==> config.mk <==
export PLATFORM = sky130hd
export DESIGN_NAME = fft8_frame_scheduler
export DESIGN_NICKNAME = d
export VERILOG_FILES = /design/src/rtl/fft8_frame_scheduler.sv
export SDC_FILE = /design/constraint.sdc
export NUM_CORES = 1
export LEC_CHECK = 0
export CAP_MARGIN = 20
export CELL_PAD_IN_SITES_DETAIL_PLACEMENT = 1
export CELL_PAD_IN_SITES_GLOBAL_PLACEMENT = 2
export CORE_ASPECT_RATIO = 1.1
export CORE_MARGIN = 5
export CORE_UTILIZATION = 34
export CTS_CLUSTER_DIAMETER = 120
export DETAILED_ROUTE_END_ITERATION = 10
export PLACE_DENSITY = 0.81
export SLEW_MARGIN = 10
export SYNTH_ARGS = -nofsm -noshare
export SYNTH_HDL_FRONTEND = slang
export SYNTH_SLANG_ARGS = --single-unit
==> constraint.sdc <==
create_clock -name clk -period 28.4 [get_ports clk]
set_input_delay 4.26 -clock clk [delete_from_list [all_inputs] [get_ports clk]]
set_output_delay 4.26 -clock clk [all_outputs]
set_load 0.02 [all_outputs]
==> src/rtl/fft8_frame_scheduler.sv <==
// Round-robin scheduler that shares one 8-point FFT engine between NREQ channels.
// The block loads a frame serially, runs the engine with a timeout, and streams out the tagged result bins.
module fft8_frame_scheduler #(
    parameter int WIDTH   = 16,
    parameter int NREQ    = 4,
    parameter int TIMEOUT = 16,
    localparam int ID_W   = (NREQ > 2) ? $clog2(NREQ) : 1
) (
    input  logic                       clk,
    input  logic                       rst,
    input  logic [NREQ-1:0]            req,
    output logic [NREQ-1:0]            gnt,
    input  logic                       in_valid,
    output logic                       in_ready,
    input  logic signed [WIDTH-1:0]    in_real,
    input  logic signed [WIDTH-1:0]    in_imag,
    output logic                       fft_start,
    output logic [8*WIDTH-1:0]         fft_x_real,
    output logic [8*WIDTH-1:0]         fft_x_imag,
    input  logic [8*(WIDTH+3)-1:0]     fft_y_real,
    input  logic [8*(WIDTH+3)-1:0]     fft_y_imag,
    input  logic                       fft_done,
    output logic                       out_valid,
    input  logic                       out_ready,
    output logic signed [WIDTH+2:0]    out_real,
    output logic signed [WIDTH+2:0]    out_imag,
    output logic [2:0]                 out_index,
    output logic [ID_W-1:0]            out_id,
    output logic                       out_last,
    output logic                       timeout_err,
    output logic [15:0]                frame_cnt
);
    localparam int TW = $clog2(TIMEOUT);

    typedef enum logic [2:0] {S_IDLE, S_LOAD, S_START, S_WAIT, S_UNLOAD} state_t;
    state_t state, state_nx;

    logic [ID_W-1:0]          rr_ptr, pick;
    logic [ID_W:0]            cand;
    logic                     found;
    logic [2:0]               cnt, out_idx;
    logic [TW-1:0]            timer;
    logic [7:0][WIDTH-1:0]    sbuf_re, sbuf_im;
    logic [7:0][WIDTH+2:0]    res_re, res_im;
    logic                     grant_en, accept, abort, capture, out_hs;

    // Descending scan: the last hit written is the smallest offset from rr_ptr.
    always_comb begin
        pick  = '0;
        found = 1'b0;
        cand  = '0;
        for (int i = NREQ - 1; i >= 0; i--) begin
            cand = {1'b0, rr_ptr} + (ID_W+1)'(i);
            if (cand >= (ID_W+1)'(NREQ)) cand = cand - (ID_W+1)'(NREQ);
            if (req[cand[ID_W-1:0]]) begin
                pick  = cand[ID_W-1:0];
                found = 1'b1;
            end
        end
    end

    always_ff @(posedge clk or posedge rst) begin
        if (rst) state <= S_IDLE;
        else     state <= state_nx;
    end

    always_comb begin
        state_nx    = state;
        in_ready    = 1'b0;
        fft_start   = 1'b0;
        out_valid   = 1'b0;
        timeout_err = 1'b0;
        grant_en    = 1'b0;
        accept      = 1'b0;
        abort       = 1'b0;
        capture     = 1'b0;
        out_hs      = 1'b0;
        unique case (state)
            S_IDLE: if (found) begin
                grant_en = 1'b1;
                state_nx = S_LOAD;
            end
            S_LOAD: begin
                in_ready = 1'b1;
                if (!req[out_id]) begin
                    abort    = 1'b1;
                    state_nx = S_IDLE;
                end else if (in_valid) begin
                    accept = 1'b1;
                    if (cnt == 3'd7) state_nx = S_START;
                end
            end
            S_START: begin
                fft_start = 1'b1;
                state_nx  = S_WAIT;
            end
            // done takes priority over the timeout limit in the same cycle
            S_WAIT: if (fft_done) begin
                capture  = 1'b1;
                state_nx = S_UNLOAD;
            end else if (timer == TW'(TIMEOUT - 1)) begin
                timeout_err = 1'b1;
                state_nx    = S_IDLE;
            end
            S_UNLOAD: begin
                out_valid = 1'b1;
                if (out_ready) begin
                    out_hs = 1'b1;
                    if (out_idx == 3'd7) state_nx = S_IDLE;
                end
            end
            default: state_nx = S_IDLE;
        endcase
    end

    always_ff @(posedge clk or posedge rst) begin
        if (rst) begin
            gnt       <= '0;
            out_id    <= '0;
            rr_ptr    <= '0;
            cnt       <= '0;
            timer     <= '0;
            out_idx   <= '0;
            frame_cnt <= '0;
            sbuf_re   <= '0;
            sbuf_im   <= '0;
            res_re    <= '0;
            res_im    <= '0;
        end else begin
            if (grant_en) begin
                gnt    <= NREQ'(1) << pick;
                out_id <= pick;
                rr_ptr <= (pick == ID_W'(NREQ - 1)) ? '0 : pick + ID_W'(1);
                cnt    <= '0;
            end
            if (abort || (accept && cnt == 3'd7)) gnt <= '0;
            if (accept) begin
                sbuf_re[cnt] <= in_real;
                sbuf_im[cnt] <= in_imag;
                cnt          <= cnt + 3'd1;
            end
            if (state == S_START)     timer <= '0;
            else if (state == S_WAIT) timer <= timer + TW'(1);
            if (capture) begin
                res_re  <= fft_y_real;
                res_im  <= fft_y_imag;
                out_idx <= '0;
            end
            if (out_hs) begin
                out_idx <= out_idx + 3'd1;
                if (out_idx == 3'd7) frame_cnt <= frame_cnt + 16'd1;
            end
        end
    end

    assign fft_x_real = sbuf_re;
    assign fft_x_imag = sbuf_im;
    assign out_real   = res_re[out_idx];
    assign out_imag   = res_im[out_idx];
    assign out_index  = out_idx;
    assign out_last   = out_valid && (out_idx == 3'd7);

endmodule

==> metrics.txt, run 1 <==
Switch Pwr=701 µW; hold crit path type=register to register; layout cell share with drive strength beyond 1=0.361; sequential share of the synthesized area=0.590; Post-Route WL=80,200 µm; cts hold-fix bufs=0; Post-synth EDFFs=0; first-pass GRT wire length=120,000 µm; crit end category=output port; Slew HR=0.339; Syn Area/Cell=16.8 µm²; WHS=0.473 ns; worst r2r src=state[2]$_DFFE_PP0P_; # fillers=7,214; setup total negative slack=0 ns; Max VDD drop=0.0513 mV; critical path cell sequence=clkdlybuf4s50_1 > nor3_1 > clkdlybuf4s50_1; Post-CTS Resized=0; Worst-Skew Late Latency=0.59 ns; Post-CTS Setup Bufs=0; synth warn=0; core area=74,200 µm²; post-synth top area cell=dfrtp_1; number of buffers created by CTS=67; DRT iter0 DRCs=771; CTS root buffer=clkbuf_16; hpwl dp=58,100 µm; final period utilization=0.345; Flop pwr share=0.411; Final nets=2,539; Die Span Y=296 µm; Hold Fails Final Rpt=0; Maximum Capacitance Violations=0; fmax=102 MHz; CP arrival=5.53 ns; power per cell area=70.1 nW/µm²; RSZ-0062 raised after global routing=no; Worst Path Max Fanout=3; Top cell by count, worst path=clkdlybuf4s50_1; Crit path largest cell delay=0.64 ns; largest net degree at the start of global routing=128; gr ovfl total=0; CP Data Required Time=24.14 ns; Routability Congestion=0.847; R2R Setup Slk=24.66 ns; capturing point of the worst reg2reg path=res_re[30]$_DFFE_PP0P_; max-slew violations=0; outcome=completed; CTS tree=yes; I/O pin cnt=669; Register-to-Register Path Depth=6; via count=16,040; Synth area leaders=dfrtp_1 (59%), mux2_2 (23%), mux4_2 (6.8%); crit path to=timeout_err; DR pass1 iterations=4; residual DRC count=0; Reg clk slew, reported paths=0.06 ns; Gate power share=0.232; Internal Power=1770 µW; top-count cell post-synth=dfrtp_1; slowest stage cell, crit path=clkdlybuf4s50_1; post-synth cell types=47; count of buffers from port buffering=668; clock sinks=597; Leak=0.0165 µW; Site Rows=105; crit start category=input pin; die width=270 µm; CP Class=input pin to output port; H-tree depth=3; Synth Flop Type=dfrtp_1; sw frac=0.284; GRT Overall Usage=0.196; CTS Buffer Depth=3; Post-Synthesis Cells=1,509; worst slew pin tran=0.992 ns; Post-synth top cells=dfrtp_1 (597), mux2_2 (526), mux4_2 (76); #FFs+latches synth=597; Async S/R FF share, synth=1.00; minimum clock period=9.79 ns; wire per inst=24.9 µm; initial antenna violation count=41; vias per cell=4.98; clock power share=0.357; count of final setup violators=0; Synth top area share=0.590; Fin Clk Skew=0.0144 ns; Crit. Startpoint=fft_done; area grow syn2layout=39.1%; Die ar.=80,000 µm²; vias in the first global route=18,236; syn nets=1,864; ANT nets after route=0; synthesized cell area=25,300 µm²; initial core utilization=0.341
-- cell families (layout without fill, tap and decap cells) --
logic type                 Yosys count  in the layout  share of synthesized area
AOI/OAI and AO/OA                   24             24                     0.0108
buffers and inverters               95            821                     0.0224
and+or+nand+nor                     79             79                     0.0167
other                                0             26                          0
DFF                                597            597                      0.590
adders and majority gates           10             10                    0.00494
muxes                              689            689                      0.350
xor gates and xnor gates            15             15                    0.00519
-- worst min-delay path by stage --
stage,startpoint,endpoint,slack [ns],depth (start not counted)
6_report,frame_cnt[15]$_DFFE_PP0P_,frame_cnt[15]$_DFFE_PP0P_,0.47,1
5_1_grt,frame_cnt[15]$_DFFE_PP0P_,frame_cnt[15]$_DFFE_PP0P_,0.49,1
4_1_cts,frame_cnt[15]$_DFFE_PP0P_,frame_cnt[15]$_DFFE_PP0P_,0.48,1
3_5_place_dp,frame_cnt[15]$_DFFE_PP0P_,frame_cnt[15]$_DFFE_PP0P_,0.47,1
3_3_place_gp,fft_x_imag[15]$_DFFE_PP0P_,fft_x_imag[15]$_DFFE_PP0P_,0.47,1
2_1_floorplan,res_im[114]$_DFFE_PP0P_,res_im[114]$_DFFE_PP0P_,0.47,1
-- per-layer routing --
| layer | vias up | global-route usage | routed length, µm |
|---|---|---|---|
| met5 | - | 0 | 231 |
| met4 | 36 | 0.0620 | 2010 |
| met3 | 147 | 0.0916 | 8500 |
| met2 | 600 | 0.336 | 40000 |
| met1 | 8345 | 0.219 | 29500 |
| li1 | 6912 | - | - |
-- power groups by stage --
stage / Combinational, µW / Sequential, µW / Clock (µW)
6_report: 573 / 1020 / 881
4_1_cts: 579 / 1020 / 913
2_1_floorplan: 163 / 1130 / 0
3_3_place_gp: 564 / 1020 / 0
5_1_grt: 605 / 1030 / 947
3_5_place_dp: 577 / 1030 / 0
-- stage by stage --
step           instances  power, µW  cell area [µm²]  setup WS (ns)   util
2_1_floorplan       1509       1290            25300           7.43      -
3_3_place_gp        3075       1590            32800          18.58  0.442
3_5_place_dp        3075       1610            32800          18.58  0.442
4_1_cts             3195       2510            35100          18.59  0.472
5_1_grt             3211       2580            35200          18.53  0.474
6_report            3224       2470            35200          18.61  0.474
-- sequential cells by signal, summed over array words and instances, names as in the netlist, 3 cells and up --
register    cells
cnt             3
fft_x_imag    128
fft_x_real    128
frame_cnt      16
gnt             4
out_index       3
res_im        152
res_re        152
state           3
timer           4
-- worst max-delay path: cells and delay by family --
| kind | cells | cell delay (ns) |
|---|---|---|
| buffers and inverters | 2 | 1.08 |
| AND/OR/NAND/NOR | 1 | 0.19 |
-- final cells by class --
type / instances / area [µm²] / share of cell area
sequential: 597 / 14900 / 0.425
timing repair buffer: 689 / 6900 / 0.196
clock buffer: 92 / 1920 / 0.0546
inverter: 12 / 52.6 / 0.00149
clock inverter: 28 / 309 / 0.00878
tap: 963 / 1200 / 0.0342
antenna: 26 / 65.1 / 0.00185
multi-input combinational: 817 / 9800 / 0.278
-- placed cells by master (no fill, tap or decap), types with 13 or more instances in the layout --
master,instances
clkinv_2,18
mux2_4,60
clkdlybuf4s50_1,668
diode_2,26
mux2_2,526
mux2_1,17
clkbuf_16,69
nand2_1,24
dfrtp_1,594
nor2_1,13
mux4_2,76
buf_4,18
Note: power is estimated with default switching activity, not from simulation.
==> inputs of run 2 (changes only) <==
CORE_UTILIZATION = 31   (was 34)
PLACE_DENSITY = 0.78   (was 0.81)
clock period = 8.17 ns   (was 28.4 ns; I/O delays follow)
==> metrics.txt, run 2 (synthesis gave the netlist of run 1 again) <==
outcome=completed; power per cell area=245 nW/µm² (+250%); Post-CTS Resized=0 (unchanged); Worst Path Max Fanout=46 (+43); crit start category=register; DRT iter0 DRCs=697 (-9.6%); fin area=35,400 µm² (+0.51%); vias in the first global route=17,929 (-1.7%); largest net degree at the start of global routing=188 (+47%); post-layout util=0.434 (-0.0400); count of final setup violators=0 (unchanged); clock sinks=597 (unchanged); Worst-Skew Late Latency=0.60 ns (about the same); area grow syn2layout=39.8%; Slew HR=0.196 (-0.142); CP arrival=3.99 ns (-1.54 ns); biggest regs=res_im x152, res_re x152; core area=81,500 µm² (+9.8%); CTS root buffer=clkbuf_16; Die ar.=87,400 µm² (+9.3%); hpwl dp=57,900 µm (-0.42%); Die Span Y=310 µm (+4.6%); placed instance area=33,000 µm² (+0.57%); initial antenna violation count=29 (-29%); die width=282 µm (+4.6%); Reg clk slew, reported paths=0.06 ns (about the same); most frequent cells in the layout=clkdlybuf4s50_1 (668), dfrtp_1 (594), mux2_2 (526), mux4_2 (76), clkbuf_16 (73); initial core utilization=0.311 (-0.0303); CP Class=register to output port; max-slew violations=0 (unchanged); worst slew pin tran=1.21 ns (+0.214 ns); Post-CTS Setup Bufs=0 (unchanged); CTS tree=yes; layout cell share with drive strength beyond 1=0.360 (-0.000770); Hold Fails Final Rpt=0 (unchanged); number of buffers created by CTS=69 (+3.0%); GRT Overall Usage=0.177 (-0.0194); minimum clock period=5.21 ns; fmax=192 MHz; Max VDD drop=0.155 mV (+200%); I/O pin cnt=669 (unchanged); first-pass GRT wire length=117,000 µm (-2.1%); Final nets=2,540 (+0.039%); gr ovfl total=0 (unchanged); RSZ-0062 raised after global routing=no; Post-Route WL=79,400 µm (-0.99%); H-tree depth=3 (unchanged); via count=15,822 (-1.4%); vias per cell=4.77 (-4.0%); count of buffers from port buffering=668 (unchanged); Routability Congestion=0.917 (+8.2%); final period utilization=0.638; commonest non-fill, non-tap cell in the layout=clkdlybuf4s50_1; crit end category=output port; Setup WS pre-CTS=3.49 ns (-15.10 ns); Site Rows=110 (+4.8%); final worst slack=2.96 ns (-15.65 ns); ANT nets after route=0 (unchanged); Leak=0.0165 µW (+0.20%); CTS Buffer Depth=3 (unchanged); cts hold-fix bufs=0 (unchanged); Maximum Capacitance Violations=0 (unchanged); DR pass1 iterations=4 (unchanged); hold crit path type=register to register; CP Data Required Time=6.94 ns (-17.20 ns); Fin Clk Skew=0.0180 ns (+0.00366 ns); wire per inst=24.0 µm (-3.7%); residual DRC count=0 (unchanged)
run 2: critical path, cell delays in order (launching register included):
cell and delay, ns:
dfrtp_4 0.90, buf_4 0.82, mux4_2 0.60, mux2_2 0.28
clkdlybuf4s50_1 0.60
run 2: final timing paths:
path / to / startpoint / slack, ns / cells after the start
max reg2reg: res_re[98]$_DFFE_PP0P_ / state[2]$_DFFE_PP0P_ / 5.21 / 3
max in group asynchronous: res_re[93]$_DFFE_PP0P_ / rst / 5.46 / 4
min: frame_cnt[15]$_DFFE_PP0P_ / frame_cnt[15]$_DFFE_PP0P_ / 0.49 / 1
min reg2reg: frame_cnt[15]$_DFFE_PP0P_ / frame_cnt[15]$_DFFE_PP0P_ / 0.49 / 1
max: out_real[13] / out_index[0]$_DFFE_PP0P_ / 2.96 / 4
min in group asynchronous: fft_x_real[121]$_DFFE_PP0P_ / rst / 1.14 / 2
run 2: area by class of cell:
type                            count  area, µm²
Antenna cell                       13       32.5
Tap cell                         1064       1330
Timing Repair Buffer              688       6890
Multi-Input combinational cell    817       9800
Inverter                           12       48.8
Sequential cell                   597      14900
Clock inverter                     21        264
Fill cell                        8090      46100
Clock buffer                      102       2080
run 2: metal layers:
layer  share of wire  GRT usage  up-vias
met1            0.39      0.207     8174
met2            0.49      0.302      579
met5          0.0027          0        -
met3           0.094     0.0714      141
li1                -          -     6896
met4           0.024     0.0476       32
run 2: stage by stage:
| step | instances | setup TNS (ns) | hold WS (ns) | total power (µW) |
|---|---|---|---|---|
| floorplan | 1509 | -714.47 | 0.474 | 4500 |
| global placement | 3178 | 0 | 0.470 | 5510 |
| detailed placement | 3178 | 0 | 0.477 | 5570 |
| CTS | 3301 | 0 | 0.492 | 8780 |
| global route | 3306 | 0 | 0.505 | 9040 |
| finish | 3314 | 0 | 0.485 | 8650 |
run 2: report_power, final:
part / internal, µW / switching, µW / leakage, µW / total [µW]
combinational: 1030 / 935 / 0.00718 / 1960
clock: 1920 / 1240 / 0.00116 / 3160
sequential: 3300 / 226 / 0.00817 / 3530
==> patch (settings of run 2) <==
The parameter `WIDTH` goes from 16 to 32.
--- a/src/rtl/fft8_frame_scheduler.sv
+++ b/src/rtl/fft8_frame_scheduler.sv
@@ -1,7 +1,7 @@
 // Round-robin scheduler that shares one 8-point FFT engine between NREQ channels.
 // The block loads a frame serially, runs the engine with a timeout, and streams out the tagged result bins.
 module fft8_frame_scheduler #(
-    parameter int WIDTH   = 16,
+    parameter int WIDTH   = 32,
     parameter int NREQ    = 4,
     parameter int TIMEOUT = 16,
     localparam int ID_W   = (NREQ > 2) ? $clog2(NREQ) : 1
Interface: changed (8 resized); port bits go from 669 to 1245. No check against the original RTL was run, so the function may have changed too.
==> patch against run 2 <==
  * First-iteration DRC count up 120%
  * Wire length rose by 120%
  * Final area rose by 85%
  * Global-route usage is 3.8 points higher
  * Synthesized area increased by 85%
  * Total power grew 98%
  * Largest power group unchanged
  * Sequential cell count up 512
  * Worst setup slack improved by 0.50 ns
==> patch: results (changes against run 2) <==
stage,metric,value,unit,change
status,status,finished clean,,
grt,initial antenna violation count,112,,+290%
grt,GRT Util Overall,21.4,%,+3.8 points
routing,iteration count of the initial detailed-routing pass,5,,+1
synthesis,Post-Synth XOR/XNOR Area,0.281,%,-0.24 points
critical_path,CP arrival,3.48,ns,-0.51 ns
power_and_ir_drop,sequential share of power,39.4,%,-1.4 points
layout,Filler cells,14850,,+84%
timing,Slew HR,27.6,%,+8.0 points
placement,Placed Instances,5777,,+82%
clocking,clock latency on the worst-skew pair,0.74,ns,+0.14 ns
routing,Iter 0 DRT Violations,1509,,+120%
layout,final core area utilization,43.6,%,+0.17 points
power_and_ir_drop,maximum vdd drop,0.174,mV,+12%
grt,largest net degree at the start of global routing,163,,-13%
power_and_ir_drop,combinational share of power,26.5,%,+3.8 points
layout,largest registers,"res_im (280), res_re (280)",,
grt,vias in the first global route,32117,,+79%
synthesis,Post-Synth Adder-Cell Area,0.268,%,-0.23 points
power_and_ir_drop,Leak,30.8,nW,+87%
placement,placed instance area,60900,µm²,+84%
power_and_ir_drop,power per cell area,262,nW/µm²,+7.3%
routing,Via-to-Cell Ratio,4.84,,+1.5%
synthesis,syn_area_per_cell,17.3,µm²,+3.4%
synthesis,Netlist cell types,50,,+6.4%
layout,Non-Filler Instances,6046,,+82%
critical_path,Worst Setup SP,out_index[2],,
clocking,cts bufs inserted,119,,+72%
-- patch: area by class of cell --
type                            instances  area [µm²]  area share [%]
Antenna cell                           48         120           0.184
Clock buffer                          173        3540            5.42
Clock inverter                         46         723            1.11
Inverter                                6        26.3          0.0402
Multi-Input combinational cell       1419       17800            27.2
Sequential cell                      1109       27800            42.5
Tap cell                             1963        2460            3.76
Timing Repair Buffer                 1282       12900            19.8
-- patch: final timing paths --
| path | endpoint | slack [ns] | depth (start not counted) |
|---|---|---|---|
| hold reg to reg | fft_x_real[31] | 0.49 | 1 |
| setup reg to reg | fft_x_real[170] | 4.95 | 6 |
| min in group asynchronous | fft_x_real[181] | 0.96 | 2 |
| max in group asynchronous | res_im[29] | 5.31 | 4 |
| setup / recovery | out_real[30] | 3.46 | 3 |
| hold / removal | fft_x_real[31] | 0.49 | 1 |
-- patch: layer usage --
layer	wire length (µm)	vias up	track usage (%)
li1	-	12432	-
met1	63800	15439	23.6
met2	90000	1009	38.0
met3	13400	326	7.65
met4	6270	82	8.20
met5	543	-	0
